$ cat config.mk
export PLATFORM = sky130hd
export DESIGN_NAME = mem_access_unit
export DESIGN_NICKNAME = d
export VERILOG_FILES = /design/src/rtl/mem_access_unit.sv
export SDC_FILE = /design/constraint.sdc
export NUM_CORES = 1
export LEC_CHECK = 0
export CORE_AREA = 4 4 114 106
export CTS_CLUSTER_SIZE = 28
export DETAILED_ROUTE_END_ITERATION = 10
export DIE_AREA = 0 0 118 110
export GPL_ROUTABILITY_DRIVEN = 0
export PLACE_DENSITY = 0.84
export REMOVE_ABC_BUFFERS = 1
export SLEW_MARGIN = 20
export SYNTH_ARGS = -nofsm -noshare
export SYNTH_HDL_FRONTEND = slang
export SYNTH_SLANG_ARGS = --single-unit
export TNS_END_PERCENT = 100
$ cat constraint.sdc
create_clock -name clk -period 7.5 [get_ports clk]
set_input_delay 2.25 -clock clk [delete_from_list [all_inputs] [get_ports clk]]
set_output_delay 2.25 -clock clk [all_outputs]
set_load 0.005 [all_outputs]
$ cat src/rtl/mem_access_unit.sv
// Data-memory access controller: maps MEM-stage loads/stores onto a word-wide synchronous RAM,
// handling lane selection, sign/zero extension and read-modify-write for sub-word stores.
module mem_access_unit #(
    parameter int unsigned ADDR_WIDTH = 10
) (
    input  logic                  clk,
    input  logic                  rst,
    input  logic                  req_valid,
    output logic                  req_ready,
    input  logic                  req_we,
    input  logic [31:0]           req_addr,
    input  logic [2:0]            req_funct3,
    input  logic [31:0]           req_wdata,
    output logic                  rsp_valid,
    output logic [31:0]           rsp_rdata,
    output logic                  rsp_fault,
    output logic [ADDR_WIDTH-1:0] ram_addr,
    output logic                  ram_en,
    output logic                  ram_we,
    output logic [31:0]           ram_wdata,
    input  logic [31:0]           ram_rdata
);

    localparam logic [2:0] F3_B  = 3'b000;
    localparam logic [2:0] F3_H  = 3'b001;
    localparam logic [2:0] F3_W  = 3'b010;
    localparam logic [2:0] F3_BU = 3'b100;
    localparam logic [2:0] F3_HU = 3'b101;

    typedef enum logic [2:0] {
        StIdle,
        StLoadRd,
        StLoadCap,
        StStoreWr,
        StRmwRd,
        StRmwWr,
        StResp
    } state_e;

    state_e                state_q, state_d;
    logic [2:0]            funct3_q, funct3_d;
    logic [1:0]            lane_q, lane_d;
    logic [15:0]           wdata_q, wdata_d;
    logic                  fault_q, fault_d;

    logic                  req_ready_q, req_ready_d;
    logic                  rsp_valid_q, rsp_valid_d;
    logic [31:0]           rsp_rdata_q, rsp_rdata_d;
    logic                  rsp_fault_q, rsp_fault_d;
    logic                  ram_en_q, ram_en_d;
    logic                  ram_we_q, ram_we_d;
    logic [ADDR_WIDTH-1:0] ram_addr_q, ram_addr_d;
    logic [31:0]           ram_wdata_q, ram_wdata_d;

    function automatic logic access_fault(input logic we, input logic [31:0] addr,
                                          input logic [2:0] f3);
        logic bad_f3;
        logic bad_store;
        logic misaligned;
        logic out_of_range;
        bad_f3       = !(f3 inside {F3_B, F3_H, F3_W, F3_BU, F3_HU});
        bad_store    = we && (f3 == F3_BU || f3 == F3_HU);
        misaligned   = ((f3 == F3_H || f3 == F3_HU) && addr[0]) ||
                       ((f3 == F3_W) && (addr[1:0] != 2'b00));
        out_of_range = (addr >> (ADDR_WIDTH + 2)) != 32'd0;
        return bad_f3 || bad_store || misaligned || out_of_range;
    endfunction

    function automatic logic [31:0] load_extend(input logic [31:0] word, input logic [2:0] f3,
                                                input logic [1:0] lane);
        logic [7:0]  b;
        logic [15:0] h;
        logic [31:0] res;
        b = word[{lane, 3'b000} +: 8];
        h = lane[1] ? word[31:16] : word[15:0];
        case (f3)
            F3_B:    res = {{24{b[7]}}, b};
            F3_BU:   res = {24'd0, b};
            F3_H:    res = {{16{h[15]}}, h};
            F3_HU:   res = {16'd0, h};
            default: res = word;
        endcase
        return res;
    endfunction

    // Replace only the addressed byte or halfword of the word just read back.
    function automatic logic [31:0] merge_lane(input logic [31:0] word, input logic [15:0] data,
                                               input logic half, input logic [1:0] lane);
        logic [31:0] res;
        res = word;
        if (half) begin
            if (lane[1]) begin
                res[31:16] = data;
            end else begin
                res[15:0] = data;
            end
        end else begin
            unique case (lane)
                2'd0: res[7:0]   = data[7:0];
                2'd1: res[15:8]  = data[7:0];
                2'd2: res[23:16] = data[7:0];
                2'd3: res[31:24] = data[7:0];
            endcase
        end
        return res;
    endfunction

    always_comb begin
        state_d     = state_q;
        funct3_d    = funct3_q;
        lane_d      = lane_q;
        wdata_d     = wdata_q;
        fault_d     = fault_q;
        rsp_rdata_d = rsp_rdata_q;
        ram_addr_d  = ram_addr_q;
        ram_wdata_d = ram_wdata_q;

        unique case (state_q)
            StIdle: begin
                if (req_valid) begin
                    funct3_d   = req_funct3;
                    lane_d     = req_addr[1:0];
                    wdata_d    = req_wdata[15:0];
                    fault_d    = access_fault(req_we, req_addr, req_funct3);
                    ram_addr_d = req_addr[ADDR_WIDTH+1:2];
                    if (fault_d) begin
                        rsp_rdata_d = '0;
                        state_d     = StResp;
                    end else if (!req_we) begin
                        state_d = StLoadRd;
                    end else if (req_funct3 == F3_W) begin
                        ram_wdata_d = req_wdata;
                        state_d     = StStoreWr;
                    end else begin
                        state_d = StRmwRd;
                    end
                end
            end
            StLoadRd:  state_d = StLoadCap;
            StLoadCap: begin
                rsp_rdata_d = load_extend(ram_rdata, funct3_q, lane_q);
                state_d     = StResp;
            end
            StStoreWr: begin
                rsp_rdata_d = '0;
                state_d     = StResp;
            end
            StRmwRd:   state_d = StRmwWr;
            StRmwWr: begin
                rsp_rdata_d = '0;
                state_d     = StResp;
            end
            StResp:    state_d = StIdle;
            default:   state_d = StIdle;
        endcase

        // Outputs are registered: decode them from the state being entered.
        req_ready_d = (state_d == StIdle);
        rsp_valid_d = (state_d == StResp);
        rsp_fault_d = (state_d == StResp) && fault_d;
        ram_en_d    = state_d inside {StLoadRd, StStoreWr, StRmwRd, StRmwWr};
        ram_we_d    = state_d inside {StStoreWr, StRmwWr};
    end

    always_ff @(posedge clk) begin
        if (rst) begin
            state_q     <= StIdle;
            funct3_q    <= '0;
            lane_q      <= '0;
            wdata_q     <= '0;
            fault_q     <= 1'b0;
            req_ready_q <= 1'b1;
            rsp_valid_q <= 1'b0;
            rsp_rdata_q <= '0;
            rsp_fault_q <= 1'b0;
            ram_en_q    <= 1'b0;
            ram_we_q    <= 1'b0;
            ram_addr_q  <= '0;
            ram_wdata_q <= '0;
        end else begin
            state_q     <= state_d;
            funct3_q    <= funct3_d;
            lane_q      <= lane_d;
            wdata_q     <= wdata_d;
            fault_q     <= fault_d;
            req_ready_q <= req_ready_d;
            rsp_valid_q <= rsp_valid_d;
            rsp_rdata_q <= rsp_rdata_d;
            rsp_fault_q <= rsp_fault_d;
            ram_en_q    <= ram_en_d;
            ram_we_q    <= ram_we_d;
            ram_addr_q  <= ram_addr_d;
            ram_wdata_q <= ram_wdata_d;
        end
    end

    assign req_ready = req_ready_q;
    assign rsp_valid = rsp_valid_q;
    assign rsp_rdata = rsp_rdata_q;
    assign rsp_fault = rsp_fault_q;
    assign ram_addr  = ram_addr_q;
    // Gated by rst so a reset cycle can never commit a write.
    assign ram_en    = ram_en_q & ~rst;
    assign ram_we    = ram_we_q & ~rst;
    // The RMW merge needs the read data that only arrives during the write cycle itself.
    assign ram_wdata = (state_q == StRmwWr) ?
                       merge_lane(ram_rdata, wdata_q, funct3_q[0], lane_q) : ram_wdata_q;

endmodule

# --- Word level (Yosys, flattened, before mapping) ---
# Cells that the tools add are included.
# Widths: inputs -> output; s select.
word_totals:
  ff_bits: 104
  latch_bits: 0
  ram_bits: 0
  mem_bits_ro: 0
  in_bits: 103
  output_inout_bits: 79
  elab_cells: 87
  mem_count: 0
classes:
  add_sub_neg: 0
  multipliers: 0
  div: 0
  order_cmp: 0
  eq_ne: 22
  shifts: 1
  n_mux: 20
  n_bitwise: 4
  n_reduce_logical: 27
op_table:
  columns: ["op", "n"]
  rows:
  - ["$mux 32", 4]
  - ["$pmux 32 s4", 1]
  - ["$pmux 32 s3", 1]
  - ["$mux 16", 3]
  - ["$mux 8", 4]
  - ["$reduce_bool 32->1", 1]
  - ["$shiftx 32x6->8", 1]
  - ["$eq 3x3->1 const B", 9]
  - ["$eq 3x1->1 const B", 4]
  - ["$eq 3x2->1 const B", 4]
  - ["$logic_not 3->1", 4]
  - ["$mux 3", 4]
  - ["$pmux 3 s4", 1]
  - ["$logic_or 1x1->1", 6]
  - ["$reduce_and 5->1", 1]
  - ["$reduce_bool 5->1", 1]
  - ["$eq 2x2->1 const B", 2]
  - ["$logic_and 1x1->1", 4]
  - ["$ne 2x2->1 const B", 2]
  - ["$reduce_bool 2->1", 2]
  - ["$reduce_bool 4->1", 1]
  - ["$reduce_and 3->1", 1]
  - ["$reduce_bool 3->1", 1]
  - ["$reduce_or 3->1", 1]
  - ["other kinds (8)", 11]

# --- Logic depth before layout (Yosys ltp) ---
# Gate-level depths: netlist of the first run.
logic_depth:
  ltp_word: 11
  mapped_depth: 7
  ltp_nobuf: 5

# --- Worst setup path before layout of the first run ---
# No wires, ideal clock.
synth_timing:
  path_type: "input -> output"
  start: "in ram_rdata[15]"
  end: "out ram_wdata[15]"
  t_arrival_ps: 2823
  t_required_ps: 5250
  path_slack_ps: 2427
  path_stages: 5
  path_buffers: 0
  path_cell_list: "nor2b_1 -> a21oi_1 -> nor2_1 -> a221oi_1 -> o21ai_0"
synth_via:
  elab_chain_len: 3
  elab_cells_between_ends: 4
  cone_classes: "mux: 4"
synth_lines:
  columns: ["element", "line_no", "rtl"]
  rows:
  - ["start, declared", "21", "input logic [31:0] ram_rdata"]
  - ["$mux 8 / $mux 16 (equally long branches)", "98, 92", null]
  - ["$mux 32 *", "91", "if (half) begin"]
  - ["$mux 32 *", "206", "assign ram_wdata = (state_q == StRmwWr) ?"]
  - ["end, declared", "20", "output logic [31:0] ram_wdata,"]
# Mark *: on every way between the ends. The rest lies on a longest branch, timed or not.

# --- Final worst setup path of the first run ---
layout_timing:
  start: "in ram_rdata[14]"
  end: "out ram_wdata[14]"
# Same word-level chain as after synthesis.

==> results of run 1 <==
## cell usage after synthesis (2+ instances only)
library cell / instances
nand2_1: 106
dfxtp_1: 104
nor2_1: 75
a21oi_1: 60
mux2i_1: 51
o21ai_0: 44
clkbuf_1: 40
nor3_1: 18
a221o_1: 16
nor2b_1: 16
o22ai_1: 13
inv_1: 12
a221oi_1: 9
a31oi_1: 8
o2bb2ai_1: 8
o31ai_1: 8
a211oi_1: 6
nor4_1: 6
mux2_2: 5
buf_4: 4
nand2b_1: 4
buf_1: 3
buf_6: 3
o21a_1: 3
a21bo_2: 2
buf_2: 2
mux4_2: 2
nand3_1: 2
nor3b_2: 2
nor4_4: 2
o21ba_2: 2
or3_1: 2
## tightest hold or removal path: stages (launching register included)
cell	delay (ns)
dfxtp_1	0.31
nand2_1	0.05
a21oi_1	0.05
## layer usage
layer  vias to the layer above  track usage
met4                         0        0.120
met3                        39       0.0954
met2                       330        0.452
li1                       2593            -
met1                      2595        0.332
met5                         -            0
## power breakdown
part	total [mW]	switching, mW	internal [mW]	leakage, nW
clock network	0.557	0.213	0.344	0.172
logic	0.423	0.216	0.207	1.62
registers	0.660	0.0575	0.602	0.846
total	1.64	0.486	1.15	2.64
## through the flow
step | area [sq um] | hold slack, ns | cells | setup WS, ns | total power, mW
6_report | 7400 | 0.461 | 936 | 1.22 | 1.64
5_1_grt | 7400 | 0.472 | 936 | 1.14 | 1.71
4_1_cts | 7400 | 0.460 | 936 | 1.25 | 1.64
3_5_place_dp | 7050 | 0.451 | 920 | 1.25 | 1.08
3_3_place_gp | 7050 | 0.442 | 920 | 1.33 | 1.07
2_1_floorplan | 5000 | 0.443 | 597 | 2.01 | 0.859
## final cells by class
| class | instances | area, sq um | area share |
|---|---|---|---|
| Multi-Input combinational cell | 481 | 2880 | 0.389 |
| Tap cell | 133 | 166 | 0.0225 |
| Clock buffer | 11 | 253 | 0.0341 |
| Clock inverter | 5 | 103 | 0.0139 |
| Timing Repair Buffer | 190 | 1870 | 0.253 |
| Sequential cell | 104 | 2080 | 0.281 |
| Inverter | 12 | 45.0 | 0.00608 |
## registers in the layout (all words and copies together), names as in the netlist
name and flops:
ram_addr 10, rsp_valid 1, funct3_q 3, rsp_fault 1
ram_we_q 1, fault_q 1, ram_en_q 1, wdata_q 16
lane_q 2, state_q 3, req_ready 1, ram_wdata_q 32
rsp_rdata 32
## logic make-up after synthesis
kind of cell	after synthesis	synth area share
buf+inv	64	0.0536
compound gates	183	0.222
simple gates	239	0.208
xor+xnor	1	0.00167
flops	104	0.398
mux	58	0.117
## path summary, 6_finish.rpt
kind	from	to	slack, ns	depth (start not counted)
worst min-delay path	ram_addr[5]$_SDFFE_PP0P_	ram_addr[5]$_SDFFE_PP0P_	0.46	2
worst max-delay path	ram_rdata[14]	ram_wdata[14]	1.22	7
worst max register to register	state_q[1]$_SDFF_PP0_	rsp_rdata[23]$_SDFFE_PP0P_	4.28	5
worst min register to register	ram_addr[5]$_SDFFE_PP0P_	ram_addr[5]$_SDFFE_PP0P_	0.46	2
==> metrics.log, run 1 <==
[metrics] status: finished clean
[metrics] post-DR wirelength/cell: 19.4 microns
[metrics] power density over cell area: 221 mW/mm^2
[metrics] final setup violation count: 0
[metrics] class of the tightest hold or removal check: flop to flop
[metrics] crit path capture type: output pin
[metrics] number of levels in the clock H-tree: 3
[metrics] Synth Register Bits: 104
[metrics] Top FF cell, synth: dfxtp_1
[metrics] total of cells resized after clock tree synthesis: 0
[metrics] most frequent cells in the layout: 180 x clkdlybuf4s50_1, 106 x nand2_1, 103 x dfxtp_1, 74 x nor2_1, 60 x a21oi_1
[metrics] final design utilization: 0.691
[metrics] root cell of the clock tree: clkbuf_16
[metrics] wl on met1: 7170 microns
[metrics] FFs w/ async S/R, synth: 0
[metrics] number of cell rows: 36
[metrics] type of origin of the critical path: input pin
[metrics] static leakage power: 2.64 nW
[metrics] final-layout fill cell count: 828
[metrics] CTS tree: built
[metrics] maximum number of pins on one net before global-route repair: 74
[metrics] share of the clock period used by the worst path after layout: 0.838
[metrics] number of buffer cells added on primary ports: 181
[metrics] worst path required time: 5.25 ns
[metrics] top routing layer in use: met4
[metrics] Hold Buf Count CTS: 0
[metrics] Netlist Area Pre-Place: 0.00523 sq mm
[metrics] post-synthesis instance total: 649
[metrics] share of cells above drive strength 1: 0.0573
[metrics] maximum frequency from static timing analysis: 159 MHz
[metrics] total core area: 0.0107 sq mm
[metrics] worst-case clock buffer depth: 2
[metrics] slew margin rel.: 0.265
[metrics] cell with the biggest individual delay on the critical path: clkdlybuf4s50_1
[metrics] fraction of post-synthesis cell area in the top cell type by area: 0.398
[metrics] clock transition at the registers of the reported paths: 0.07 ns
[metrics] length of the first detailed-routing pass in iterations: 5
[metrics] mean number of vias per cell: 5.94
[metrics] wire length of the first global-routing pass: 28,500 microns
[metrics] I/O pin total: 182
[metrics] net count of the finished layout: 901
[metrics] Initial Util: 0.488
[metrics] worst-path fanout max: 4
[metrics] series of cell instances along the critical path: clkdlybuf4s50_1 > nor2b_1 > a21oi_1 > nor2_1 > a221oi_1 > o21ai_0 > clkdlybuf4s50_1
[metrics] final WL: 18,100 microns
[metrics] half-perimeter wire length after placement: 12,500 microns
[metrics] Area growth, synth to finish: 41.5%
[metrics] number of buffers created by CTS: 9
[metrics] Vias: 5,557
[metrics] Yosys cell types: 43
[metrics] EDFF count, synth: 0
[metrics] DRC violation count after routing: 0
[metrics] number of global-route vias before repair: 5,611
[metrics] worst IR drop on VDD: 139 uV
[metrics] transition time at the pin with the least slew margin: 1.10 ns
[metrics] unrepaired setup endpoints after global routing: false
[metrics] Synth area leaders: dfxtp_1 40%, mux2i_1 9.8%, nand2_1 7.6%
[metrics] Top cell by count, worst path: clkdlybuf4s50_1
[metrics] portion of the post-synthesis area used by sequential elements: 0.398
[metrics] Total Neg Setup Slack: 0 ns
[metrics] category of the critical setup timing path: input pin to output pin
[metrics] worst clock skew: 0.00647 ns
[metrics] total clock sinks: 104
[metrics] amount of wire on met2 after detailed routing: 8480 microns
[metrics] post-CTS repair timing setup buffer count: 0
[metrics] combined buffer and inverter count along the critical path: 2
[metrics] maximum single-stage delay on the critical path: 0.58 ns
[metrics] all-layer global routing usage: 0.275
[metrics] post-layout min period: 6.28 ns
[metrics] Die Span X: 118 microns
[metrics] area enclosed by the die boundary: 0.0130 sq mm
[metrics] cell family contributing the most delay on the critical path: buffers and inverters
[metrics] max-cap viol count: 0
[metrics] clock insertion delay at the later pin of the skew report: 0.35 ns
[metrics] Diodes inserted: 0
[metrics] WL met3: 2060 microns
[metrics] Worst EP arrival: 4.03 ns
[metrics] Antenna Violating Nets Remaining: 0
[metrics] number of max-slew violations in the final report: 0
[metrics] per-instance average area after synthesis: 8.06 sq um
[metrics] initial antenna violation count: 0
[metrics] Die Height: 110 microns
[metrics] residual overflow from global routing: 0
[metrics] final hold vios: 0
[metrics] count of warnings emitted by yosys: 0
[metrics] initial detailed-routing violation count: 495
[metrics] leading cell type in the layout, fill and taps excluded: clkdlybuf4s50_1
[metrics] cell type with the largest total area after synthesis: dfxtp_1
No activity file was read; power rests on OpenSTA's default activity.
==> inputs of run 2 (changes only) <==
- CORE_AREA: 4 4 114 106 -> 4 4 118 109
- DIE_AREA: 0 0 118 110 -> 0 0 122 113
- PLACE_DENSITY: 0.84 -> 0.8
- clock period: 7.5 -> 6.5 ns (I/O delays scaled with it)
==> run 2 against run 1 <==
Compared with the run above: sequential share of layout area about the same; sequential cell count unchanged; clock-buffer cell count unchanged; worst setup slack got worse by 0.44 ns; via count decreased by 1.2%; global-route usage decreased by 1.6 points; critical path depth unchanged; hold slack improved by 0.0014 ns; largest power group unchanged; largest cell class unchanged; critical path type unchanged; highest routed layer unchanged; die area increased by 6.2%; non-clock buffer count increased by 4.
==> metrics.log, run 2 (synthesized netlist as in run 1, its figures left out) <==
[metrics] number of buffer cells added on primary ports: 181 (unchanged)
[metrics] number of cells on the worst reg-to-reg path: 5 (unchanged)
[metrics] number of max-slew violations in the final report: 0 (unchanged)
[metrics] total clock sinks: 104 (unchanged)
[metrics] root cell of the clock tree: clkbuf_16
[metrics] all-layer global routing usage: 0.260 (-0.0157)
[metrics] clock transition at the registers of the reported paths: 0.07 ns (about the same)
[metrics] slew margin rel.: 0.368 (+0.103)
[metrics] worst path required time: 4.55 ns (-0.70 ns)
[metrics] startpoint of the lowest-slack register-to-register path: state_q[1]$_SDFF_PP0_
[metrics] number of buffers created by CTS: 9 (unchanged)
[metrics] tightest hold margin: 0.462 ns (+0.00139 ns)
[metrics] CTS tree: built
[metrics] final WL: 18,200 microns (+0.35%)
[metrics] leading cell type in the layout, fill and taps excluded: clkdlybuf4s50_1
[metrics] worst-path fanout max: 6 (+2)
[metrics] worst clock skew: 0.00559 ns (-0.000887 ns)
[metrics] worst IR drop on VDD: 137 uV (-0.86%)
[metrics] maximum number of pins on one net before global-route repair: 42 (-43%)
[metrics] class of the tightest hold or removal check: flop to flop
[metrics] share of the clock period used by the worst path after layout: 0.881
[metrics] number of cell rows: 38 (+5.6%)
[metrics] mean number of vias per cell: 5.68 (-4.3%)
[metrics] sink of the worst hold path: ram_addr[3]$_SDFFE_PP0P_
[metrics] initial detailed-routing violation count: 653 (+32%)
[metrics] share of cells above drive strength 1: 0.0596 (+0.00227)
[metrics] I/O pin total: 182 (unchanged)
[metrics] post-CTS repair timing setup buffer count: 0 (unchanged)
[metrics] initial antenna violation count: 0 (unchanged)
[metrics] net count of the finished layout: 905 (+0.44%)
[metrics] worst-case clock buffer depth: 2 (unchanged)
[metrics] post-DR wirelength/cell: 18.8 microns (-2.8%)
[metrics] number of levels in the clock H-tree: 3 (unchanged)
[metrics] maximum frequency from static timing analysis: 175 MHz
[metrics] Initial Util: 0.445 (-0.0425)
[metrics] number of global-route vias before repair: 5,522 (-1.6%)
[metrics] Final WS setup: 0.774 ns (-0.444 ns)
[metrics] slack of the worst reg-to-reg path: 3.76 ns (-0.52 ns)
[metrics] static leakage power: 2.63 nW (-0.52%)
[metrics] type of origin of the critical path: input pin
[metrics] final hold vios: 0 (unchanged)
[metrics] final setup violation count: 0 (unchanged)
[metrics] pre-CTS setup slack: 0.831 ns (-0.422 ns)
[metrics] most frequent cells in the layout: 180 x clkdlybuf4s50_1, 106 x nand2_1, 103 x dfxtp_1, 75 x nor2_1, 60 x a21oi_1
[metrics] Hold Buf Count CTS: 0 (unchanged)
[metrics] Total Neg Setup Slack: 0 ns (unchanged)
[metrics] Diodes inserted: 0 (unchanged)
[metrics] Die Height: 113 microns (+2.7%)
[metrics] half-perimeter wire length after placement: 12,700 microns (+1.0%)
[metrics] Worst Hold Path Cells: 2 (unchanged)
[metrics] clock insertion delay at the later pin of the skew report: 0.34 ns (about the same)
[metrics] category of the critical setup timing path: input pin to output pin
[metrics] transition time at the pin with the least slew margin: 0.946 ns (-0.155 ns)
[metrics] DRC violation count after routing: 0 (unchanged)
[metrics] area enclosed by the die boundary: 0.0138 sq mm (+6.2%)
[metrics] unrepaired setup endpoints after global routing: false
[metrics] total core area: 0.0117 sq mm (+9.5%)
[metrics] Vias: 5,488 (-1.2%)
[metrics] total of cells resized after clock tree synthesis: 0 (unchanged)
[metrics] Area growth, synth to finish: 41.3%
[metrics] max-cap viol count: 0 (unchanged)
[metrics] final-layout fill cell count: 1,041 (+26%)
[metrics] Worst EP arrival: 3.78 ns (-0.25 ns)
[metrics] status: finished clean
[metrics] final design instance area without fill: 0.00739 sq mm (-0.15%)
[metrics] Antenna Violating Nets Remaining: 0 (unchanged)
[metrics] Die Span X: 122 microns (+3.4%)
[metrics] wire length of the first global-routing pass: 28,600 microns (+0.34%)
[metrics] placed cell areas: 0.00710 sq mm (+0.76%)
[metrics] residual overflow from global routing: 0 (unchanged)
[metrics] power density over cell area: 239 mW/mm^2 (+7.9%)
[metrics] reg2reg end: rsp_rdata[18]$_SDFFE_PP0P_
[metrics] crit path capture type: output pin
[metrics] length of the first detailed-routing pass in iterations: 6 (+1)
[metrics] post-layout min period: 5.73 ns
[metrics] beginning of the worst hold path: ram_addr[3]$_SDFFE_PP0P_
## run 2: worst max path at each step
stage                             start                          end  slack (ns)  depth (start not counted)
after CTS                 ram_rdata[15]                ram_wdata[15]        0.82                          7
after floorplan               req_valid  ram_wdata_q[0]$_SDFFE_PP0P_        1.31                          5
after global placement     ram_rdata[8]                 ram_wdata[8]        0.88                          7
after detailed placement  ram_rdata[15]                ram_wdata[15]        0.83                          7
after global routing       ram_rdata[8]                 ram_wdata[8]        0.75                          7
final                     ram_rdata[15]                ram_wdata[15]        0.77                          7
## run 2: report_power, final
group          switching, mW  internal (mW)  total [mW]
combinational          0.258          0.241       0.499
clock                  0.239          0.279       0.518
sequential            0.0551          0.695       0.750
total                  0.552           1.22        1.77
## run 2: metrics by stage
| step | power, mW | std cells | util |
|---|---|---|---|
| finish | 1.77 | 966 | 0.630 |
| global route | 1.86 | 966 | 0.630 |
| CTS | 1.77 | 965 | 0.629 |
| detailed placement | 1.25 | 950 | 0.605 |
| global placement | 1.24 | 950 | 0.605 |
| floorplan | 0.991 | 597 | - |
## run 2: area by class of cell
cell class              count  area (sq um)  area share
clock buffers              11           253      0.0342
clock inverters             4          30.0     0.00406
inverters                  12          45.0     0.00609
multi-input cells         481          2880       0.389
flip-flops and latches    104          2080       0.282
well taps                 160           200      0.0271
repair buffers            194          1900       0.258
## run 2: critical path, cell delays in order
cell             delay (ns)
clkdlybuf4s50_1        0.58
nor2b_1                0.17
a21oi_1                0.06
nor2_1                 0.13
a221oi_1               0.06
o21ai_0                0.26
clkdlybuf4s50_1        0.57
## run 2: routing by layer
metal / wire length, microns / track usage / share of wire
met1: 7540 / 0.326 / 0.41
met4: 240 / 0.0650 / 0.013
met3: 1640 / 0.0795 / 0.090
met2: 8770 / 0.436 / 0.48
met5: 0 / 0 / 0
==> inputs of run 3 (changes only) <==
- CTS_CLUSTER_DIAMETER: unset -> 120
==> results of run 3 <==
Final layout, timing and power as in run 2 (identical DEF).
